==> config.mk <==
export PLATFORM = sky130hd
export DESIGN_NAME = fetch_unit_flat
export DESIGN_NICKNAME = d
export VERILOG_FILES = /design/src/rtl/fetch_unit_if.sv /design/src/rtl/fetch_unit.sv /design/src/flat_wrapper.sv
export SDC_FILE = /design/constraint.sdc
export NUM_CORES = 1
export LEC_CHECK = 0
export ABC_AREA = 1
export BUFFER_PORTS_ARGS = -buffer_cell sky130_fd_sc_hd__buf_4
export CAP_MARGIN = 5
export CORE_ASPECT_RATIO = 1.4
export CORE_MARGIN = 5
export CORE_UTILIZATION = 35
export CTS_CLUSTER_SIZE = 30
export DETAILED_ROUTE_END_ITERATION = 8
export HOLD_SLACK_MARGIN = 0.15
export PLACE_DENSITY_LB_ADDON = 0.15
export SYNTH_ARGS = -nofsm -noshare
export SYNTH_HDL_FRONTEND = slang
export SYNTH_SLANG_ARGS = --single-unit
export TNS_END_PERCENT = 30
==> constraint.sdc <==
create_clock -name clk -period 2 [get_ports clk]
set_input_delay 0.2 -clock clk [delete_from_list [all_inputs] [get_ports clk]]
set_output_delay 0.2 -clock clk [all_outputs]
set_load 0.02 [all_outputs]
==> src/rtl/fetch_unit_if.sv <==
// fetch_unit_if: instruction-memory request/response handshake between fetch stage and memory
interface fetch_unit_if;
    logic        req;
    logic [31:0] addr;
    logic        ready;
    logic [31:0] rdata;
    modport master (output req, addr, input ready, rdata);
    modport slave (input req, addr, output ready, rdata);
endinterface

==> src/rtl/fetch_unit.sv <==
// fetch_unit: PC owner issuing one-outstanding imem requests into an output slot plus skid entry
module fetch_unit #(
    parameter logic [31:0] RESET_PC = 32'h0000_0000,
    parameter logic [31:0] PC_STEP  = 32'd4
) (
    input  logic                clk,
    input  logic                reset,
    fetch_unit_if.master        imem,
    input  logic                stall,
    input  logic                redirect,
    input  logic [31:0]         redirect_pc,
    output logic [31:0]         instr_out,
    output logic [31:0]         pc_out,
    output logic                valid_out
);
    typedef enum logic [1:0] {FETCH, HOLD, DROP} state_t;
    state_t state, state_n;
    logic [31:0] addr_q, target_q, skid_instr, skid_pc;
    logic skid_valid, xfer, slot_free, fire;
    assign xfer      = imem.req && imem.ready;
    assign fire      = state == FETCH && xfer;
    assign slot_free = !valid_out || !stall;
    always_ff @(posedge clk) begin
        if (!reset) state <= FETCH;
        else        state <= state_n;
    end
    always_comb begin
        state_n = state;
        unique case (state)
            FETCH:   state_n = redirect ? (xfer ? FETCH : DROP) : (xfer && !slot_free ? HOLD : FETCH);
            HOLD:    state_n = redirect || slot_free ? FETCH : HOLD;
            DROP:    state_n = xfer ? FETCH : DROP;
            default: state_n = FETCH;
        endcase
    end
    always_comb begin
        imem.req  = state != HOLD && reset;
        imem.addr = addr_q;
    end
    always_ff @(posedge clk) begin
        if (!reset) begin
            addr_q     <= RESET_PC;
            target_q   <= RESET_PC;
            instr_out  <= '0;
            pc_out     <= '0;
            valid_out  <= 1'b0;
            skid_instr <= '0;
            skid_pc    <= '0;
            skid_valid <= 1'b0;
        end else if (redirect) begin
            valid_out  <= 1'b0;
            skid_valid <= 1'b0;
            target_q   <= redirect_pc;
            if (state == HOLD || xfer) addr_q <= redirect_pc;
        end else begin
            if (fire) addr_q <= addr_q + PC_STEP;
            if (state == DROP && xfer) addr_q <= target_q;
            if (fire && !slot_free) begin
                skid_instr <= imem.rdata;
                skid_pc    <= addr_q;
                skid_valid <= 1'b1;
            end
            if (slot_free) begin
                valid_out <= fire || (state == HOLD && skid_valid);
                if (fire) begin
                    instr_out <= imem.rdata;
                    pc_out    <= addr_q;
                end else if (state == HOLD) begin
                    instr_out  <= skid_instr;
                    pc_out     <= skid_pc;
                    skid_valid <= 1'b0;
                end
            end
        end
    end
endmodule

==> src/flat_wrapper.sv <==
// flat-port wrapper written by rule: the top's interface ports become plain ports
module fetch_unit_flat 
#(
    parameter logic [31:0] RESET_PC = 32'h0000_0000,
    parameter logic [31:0] PC_STEP  = 32'd4
)
  (clk, reset, stall, redirect, redirect_pc, instr_out, pc_out, valid_out, imem_req, imem_addr, imem_ready, imem_rdata);
  fetch_unit_if imem_i ();
  input  logic clk;
  input  logic reset;
  input  logic stall;
  input  logic redirect;
  input  logic [31:0] redirect_pc;
  output logic [31:0] instr_out;
  output logic [31:0] pc_out;
  output logic valid_out;
  output wire logic [$bits(imem_i.req)-1:0] imem_req;
  output wire logic [$bits(imem_i.addr)-1:0] imem_addr;
  input wire logic [$bits(imem_i.ready)-1:0] imem_ready;
  input wire logic [$bits(imem_i.rdata)-1:0] imem_rdata;
  assign imem_req = imem_i.req;
  assign imem_addr = imem_i.addr;
  assign imem_i.ready = imem_ready;
  assign imem_i.rdata = imem_rdata;
  fetch_unit #(.RESET_PC(RESET_PC), .PC_STEP(PC_STEP)) u_core (.clk(clk), .reset(reset), .imem(imem_i), .stall(stall), .redirect(redirect), .redirect_pc(redirect_pc), .instr_out(instr_out), .pc_out(pc_out), .valid_out(valid_out));
endmodule
==> results of run 1 <==
-- critical path, stage by stage (launching register included) --
cell,delay (ns)
dfxtp_1,0.38
ha_1,0.20
nand2_1,0.07
nor2_1,0.09
buf_4,0.15
nand2_1,0.15
nor2_1,0.18
buf_4,0.15
nand2_1,0.05
nand2_1,0.05
nand3_1,0.06
nand2_1,0.07
a21oi_1,0.05
-- worst paths after layout --
path | startpoint | end
min | redirect | u_core.target_q[1]$_SDFFE_PN0P_
max reg2reg | u_core.imem.addr[3]$_SDFFE_PN0P_ | u_core.imem.addr[28]$_SDFFE_PN0P_
max | u_core.imem.addr[3]$_SDFFE_PN0P_ | u_core.imem.addr[28]$_SDFFE_PN0P_
min reg2reg | u_core.skid_pc[1]$_SDFFE_PN0P_ | u_core.skid_pc[1]$_SDFFE_PN0P_
-- placed cells by master, fill, tap and decap left out, types with 2 or more instances in the layout --
master         synthesis  final
buf_4                 12    202
inv_6                  0      3
xor2_1                 3      3
nand2_1              248    248
clkinv_2               0      3
nor2_2                 2      2
nor2_4                 2      2
xnor2_1                2      2
clkbuf_16              0     17
clkinv_4               0      2
o21ai_1               39     39
inv_1                 78     78
dfxtp_1              196    196
clkbuf_8               0      2
inv_2                  6      6
o21ai_0              186    186
nand3_1               59     59
clkbuf_1              49      2
bufinv_16              0      3
o2bb2ai_1              2      2
nand4_1                2      2
nor2_1               257    257
buf_12                 0      7
a211oi_1              40     40
a21oi_1               69     69
dlygate4sd3_1          0     66
and2_1                 2      2
-- cell type report --
cell class / count / area [um^2] / share of cell area (%)
multi-input cells: 920 / 4150 / 35.5
clock inverters: 11 / 149 / 1.27
well taps: 315 / 394 / 3.36
flip-flops and latches: 196 / 3920 / 33.5
inverters: 85 / 319 / 2.72
clock buffers: 21 / 460 / 3.93
repair buffers: 275 / 2320 / 19.8
-- cell usage after synthesis, types with 3 or more instances --
cell	n
buf_4	12
inv_2	6
nor2_1	257
a21oi_1	69
o21ai_0	186
buf_2	22
clkbuf_1	49
xor2_1	3
o21ai_1	39
a211oi_1	40
dfxtp_1	196
inv_1	78
nand3_1	59
nand2_1	248
-- kinds of logic after synthesis --
group | after synthesis | share of synthesized area (%)
XOR/XNOR | 5 | 0.499
AND/OR/NAND/NOR | 576 | 26.1
flip-flops | 196 | 44.7
buffers and inverters | 169 | 8.05
AO/OA/AOI/OAI | 338 | 20.6
adder cells (fa/ha/maj) | 1 | 0.142
-- where the power goes --
part | internal [mW] | leakage (nW) | switching (mW)
Combinational | 0.568 | 3.21 | 0.797
Sequential | 4.07 | 1.60 | 0.132
Clock | 2.05 | 0.302 | 1.55
-- repair_timing --
action,CTS,global route
hold buffers,66,0
hold endpoints to repair,118,0
endpoints found under the setup margin,0,0
-- routing by layer --
| layer | routed length, um | global-route usage (%) | share of wire [%] |
|---|---|---|---|
| met1 | 11800 | 23.5 | 43 |
| met3 | 1160 | 3.03 | 4.2 |
| met4 | 591 | 6.21 | 2.1 |
| met2 | 14000 | 34.9 | 51 |
| met5 | 0 | 0 | 0 |
-- per-stage QoR --
stage	instance area (um^2)	cells
after detailed placement	10400	1725
after floorplan	8780	1285
after global placement	10400	1725
after global routing	11700	1823
final	11700	1823
after CTS	11700	1823
-- flip-flops by register name, summed over array words and instances (netlist names) --
signal             flops
u_core.skid_instr     32
u_core.target_q       32
u_core.instr_out      32
u_core.skid_valid      1
u_core.skid_pc        32
u_core.pc_out         32
u_core.imem.addr      32
u_core.state           2
u_core.valid_out       1
==> impl_metrics.env, run 1 <==
export IMPL_outcome="finished clean"
export IMPL_drtPass1Iterations=5
export IMPL_grt_max_degree=146
export IMPL_leakagePower_nw=5.11
export IMPL_ant_nets=0
export IMPL_die_area_um2=28400
export IMPL_grt_pass1_vias=8510
export IMPL_ys_types=29
export IMPL_initial_core_util_pct=35.6
export IMPL_grt_pass1_wl_um=44200
export IMPL_fp_dieW_um=144
export IMPL_hold_viol_final=0
export IMPL_synth_area_leaders="dfxtp_1, nor2_1, o21ai_0, nand2_1, a21oi_1"
export IMPL_synth_edf_count=0
export IMPL_drc_errors=0
export IMPL_num_rows=68
export IMPL_worstPathArrival_ns=2.10
export IMPL_clock_latency_ns=0.45
export IMPL_layout_nets=1565
export IMPL_utilization_pct=47.5
export IMPL_yosysWarnings=0
export IMPL_antenna_found_initial=0
export IMPL_clock_skew_ns=0.0123
export IMPL_clock_fmax_ghz=0.564
export IMPL_synth_area_um2=8780
export IMPL_io_pins=167
export IMPL_post_cts_resized=0
export IMPL_required_ns=2.33
export IMPL_clockBufferDepth=2
export IMPL_critPathMaxFanout=6
export IMPL_dp_hpwl_um=18900
export IMPL_areaGrowthSynthToFinish_pct=33.4
export IMPL_power_mw=9.17
export IMPL_fillers=2554
export IMPL_core_area_um2=24700
export IMPL_async_flop_share_pct=0
export IMPL_setup_tns_ns=0
export IMPL_powerDensity_nw_per_um2=782
export IMPL_crit_type="register to register"
export IMPL_drt_initial_drc_count=370
export IMPL_endpoint_kind="register"
export IMPL_worstRegToRegCells=12
export IMPL_startpoint_type="register"
export IMPL_worst_pin_slew_ns=0.612
export IMPL_ys_ff_latch=196
export IMPL_setup_viol=0
export IMPL_groute_usage_overall_pct=19.5
export IMPL_grt_setup_unrepaired="no"
export IMPL_synth_top_cell_by_area="dfxtp_1"
export IMPL_antennaDiodeCount=0
export IMPL_syn_nets=1355
export IMPL_synth_main_ff_cell="dfxtp_1"
export IMPL_place_congestion=0.853
export IMPL_port_buffers=166
export IMPL_gr_total_overflow=0
export IMPL_preCtsSetupSlack_ns=0.269
export IMPL_yosysSeqAreaShare_pct=44.7
export IMPL_synth_area_per_cell_um2=6.84
export IMPL_hp_class="primary input to register"
export IMPL_dieHeight_um=197
export IMPL_clk_pin_slew_worst_paths_ns=0.07
export IMPL_synthCells=1285
export IMPL_htree_levels=4
export IMPL_cts_made_buffers=17
export IMPL_final_max_slew_viol_count=0
export IMPL_viasPerCell=4.87
export IMPL_wirelength_um=27600
export IMPL_period_needed_ns=1.77
export IMPL_final_layout_size_suffix_gt1_share_pct=16.7
export IMPL_wire_per_inst_um=15.1
export IMPL_hold_ws_ns=0.210
export IMPL_post_synth_top_area_fraction_pct=44.7
export IMPL_reg2reg_setup_slack_ns=0.23
export IMPL_vias=8870
export IMPL_cap_violations=0
export IMPL_root_buffer="clkbuf_16"
export IMPL_clock_sinks=196
export IMPL_period_share_pct=88.6
export IMPL_cts_tree="yes"
export IMPL_fin_ws_ns=0.227
export IMPL_post_cts_buffers=0
export IMPL_irDropWorstVdd_uv=635
export IMPL_hold_depth=5
export IMPL_relSlewSlack_pct=59.2
Power figures use the tool's default switching activity.
==> run 2: changes to the inputs <==
--- a/config.mk
+++ b/config.mk
@@ -10,11 +10,12 @@
 export CAP_MARGIN = 5
 export CORE_ASPECT_RATIO = 1.4
 export CORE_MARGIN = 5
-export CORE_UTILIZATION = 35
+export CORE_UTILIZATION = 56
 export CTS_CLUSTER_SIZE = 30
 export DETAILED_ROUTE_END_ITERATION = 8
+export GPL_TIMING_DRIVEN = 0
 export HOLD_SLACK_MARGIN = 0.15
-export PLACE_DENSITY_LB_ADDON = 0.15
+export PLACE_DENSITY = 0.81
 export SYNTH_ARGS = -nofsm -noshare
 export SYNTH_HDL_FRONTEND = slang
 export SYNTH_SLANG_ARGS = --single-unit
==> impl_metrics.env, run 2 (synthesized netlist as in run 1, its figures left out) <==
export IMPL_power_mw=9.21
export IMPL_most_common_layout_cells="nor2_1, nand2_1, dfxtp_1"
export IMPL_core_area_um2=15500
export IMPL_dieHeight_um=158
export IMPL_hold_ws_ns=0.173
export IMPL_ant_nets=0
export IMPL_dp_hpwl_um=20700
export IMPL_place_congestion=0.945
export IMPL_leakagePower_nw=5.07
export IMPL_seq_area_um2=3920
export IMPL_viasPerCell=5.51
export IMPL_outcome="finished clean"
export IMPL_die_area_um2=18300
export IMPL_utilization_pct=74.7
export IMPL_grt_pass1_wl_um=46500
export IMPL_cts_made_buffers=17
export IMPL_port_buffers=165
export IMPL_critPathMaxFanout=7
export IMPL_initial_core_util_pct=56.8
export IMPL_cpLargestDelayFamily="simple AND/OR/NAND/NOR gates"
export IMPL_irDropWorstVdd_uv=602
export IMPL_hp_class="primary input to register"
export IMPL_gr_total_overflow=0
export IMPL_required_ns=2.33
export IMPL_powerDensity_nw_per_um2=797
export IMPL_io_pins=167
export IMPL_cts_tree="yes"
export IMPL_num_rows=54
export IMPL_vias=9603
export IMPL_worstPathArrival_ns=2.23
export IMPL_drtPass1Iterations=5
export IMPL_post_cts_buffers=0
export IMPL_wirelength_um=29400
export IMPL_root_buffer="clkbuf_16"
export IMPL_setup_tns_ns=0
export IMPL_final_layout_size_suffix_gt1_share_pct=16.0
export IMPL_path_cells="nand2_1 > nor2_1 > nand2_1 > nor2_1 > nand2_1 > nand2_1 > nand3_1 > nand2_1 > a21oi_1"
export IMPL_htree_levels=4
export IMPL_startpoint_type="register"
export IMPL_hold_viol_final=0
export IMPL_period_share_pct=95.1
export IMPL_drt_initial_drc_count=948
export IMPL_relSlewSlack_pct=56.4
export IMPL_clock_sinks=196
export IMPL_areaGrowthSynthToFinish_pct=31.6
export IMPL_clock_skew_ns=0.00727
export IMPL_cap_violations=0
export IMPL_worst_pin_slew_ns=0.654
export IMPL_path_buf_inv=0
export IMPL_antennaDiodeCount=0
export IMPL_final_max_slew_viol_count=0
export IMPL_grt_setup_unrepaired="yes"
export IMPL_drc_errors=0
export IMPL_setup_viol=0
export IMPL_layout_nets=1605
export IMPL_wire_per_inst_um=16.9
export IMPL_cpMostUsedCell="nand2_1"
export IMPL_final_common_cell="nor2_1"
export IMPL_fillers=1244
export IMPL_crit_path_top_delay_cell="dfxtp_1"
export IMPL_crit_type="register to register"
export IMPL_endpoint_kind="register"
export IMPL_antenna_found_initial=0
export IMPL_clock_latency_ns=0.44
export IMPL_groute_usage_overall_pct=32.2
export IMPL_clock_fmax_ghz=0.526
export IMPL_grt_pass1_vias=9369
export IMPL_clockBufferDepth=2
export IMPL_slowest_delay_ns=0.45
export IMPL_multi_input_comb_area_um2=4170
export IMPL_clk_pin_slew_worst_paths_ns=0.07
export IMPL_fp_dieW_um=116
export IMPL_period_needed_ns=1.90
export IMPL_grt_max_degree=18
## run 2: cell types whose count changed in the layout (fill, tap and decap cells not counted), moves of 3 or more
cell,delta
buf_12,-7
clkinv_2,-3
buf_2,+22
buf_4,-25
clkinvlp_4,+3
clkbuf_1,+47
nor2_1,-3
## run 2: area by class of cell
type	count	area share, %
Multi-Input combinational cell	920	36.1
Sequential cell	196	33.9
Timing Repair Buffer	231	16.4
Clock buffer	19	3.83
Buffer	84	3.37
Inverter	85	2.76
Tap cell	196	2.12
Clock inverter	12	1.47
## run 2: timing repair
| action | in CTS | in global routing |
|---|---|---|
| hold buffers | 66 | 0 |
| endpoints found under the setup margin | 1 | 18 |
| gates cloned | 0 | 0 |
| resized for setup | 1 | 6 |
| pin swaps | 0 | 1 |
| hold endpoints to repair | 116 | 0 |
## run 2: final timing paths
| check | start | to | slack [ns] | cells past startpoint |
|---|---|---|---|---|
| worst max-delay path | u_core.imem.addr[3]$_SDFFE_PN0P_ | u_core.imem.addr[27]$_SDFFE_PN0P_ | 0.1 | 9 |
| worst min-delay path | redirect | u_core.valid_out$_SDFFE_PP0N_ | 0.17 | 4 |
| worst max register to register | u_core.imem.addr[3]$_SDFFE_PN0P_ | u_core.imem.addr[27]$_SDFFE_PN0P_ | 0.1 | 9 |
| worst min register to register | u_core.skid_pc[0]$_SDFFE_PN0P_ | u_core.skid_pc[0]$_SDFFE_PN0P_ | 0.47 | 2 |
## run 2: where the power goes
group	leakage (nW)	switching, mW	total, mW	internal (mW)
sequential	1.60	0.156	4.22	4.07
combinational	3.18	0.829	1.37	0.542
clock	0.291	1.59	3.61	2.03
total	5.07	2.57	9.21	6.64
## run 2: worst register-to-register path, cell delays in order, from the launching register on
cell	delay, ns
dfxtp_1	0.45
nand2_1	0.11
nor2_1	0.19
nand2_1	0.24
nor2_1	0.39
nand2_1	0.10
nand2_1	0.07
nand3_1	0.08
nand2_1	0.10
a21oi_1	0.06
## run 2: per-stage QoR
step,setup slack [ns],area (um^2),instances
6_report,0.0971,11600,1743
5_1_grt,-0.0709,11600,1743
4_1_cts,0.0370,11500,1743
3_5_place_dp,-0.0674,10300,1646
3_3_place_gp,-0.0745,10300,1646
2_1_floorplan,0.231,8780,1285
## run 2: per-layer routing
metal | global-route usage [%] | vias up | wire length (um) | share of wire [%]
met5 | 0 | - | 0 | 0
met1 | 36.0 | 4432 | 11100 | 38
met4 | 16.5 | 0 | 1400 | 4.8
met2 | 58.2 | 397 | 15100 | 51
li1 | - | 4687 | - | -
met3 | 4.89 | 87 | 1840 | 6.3
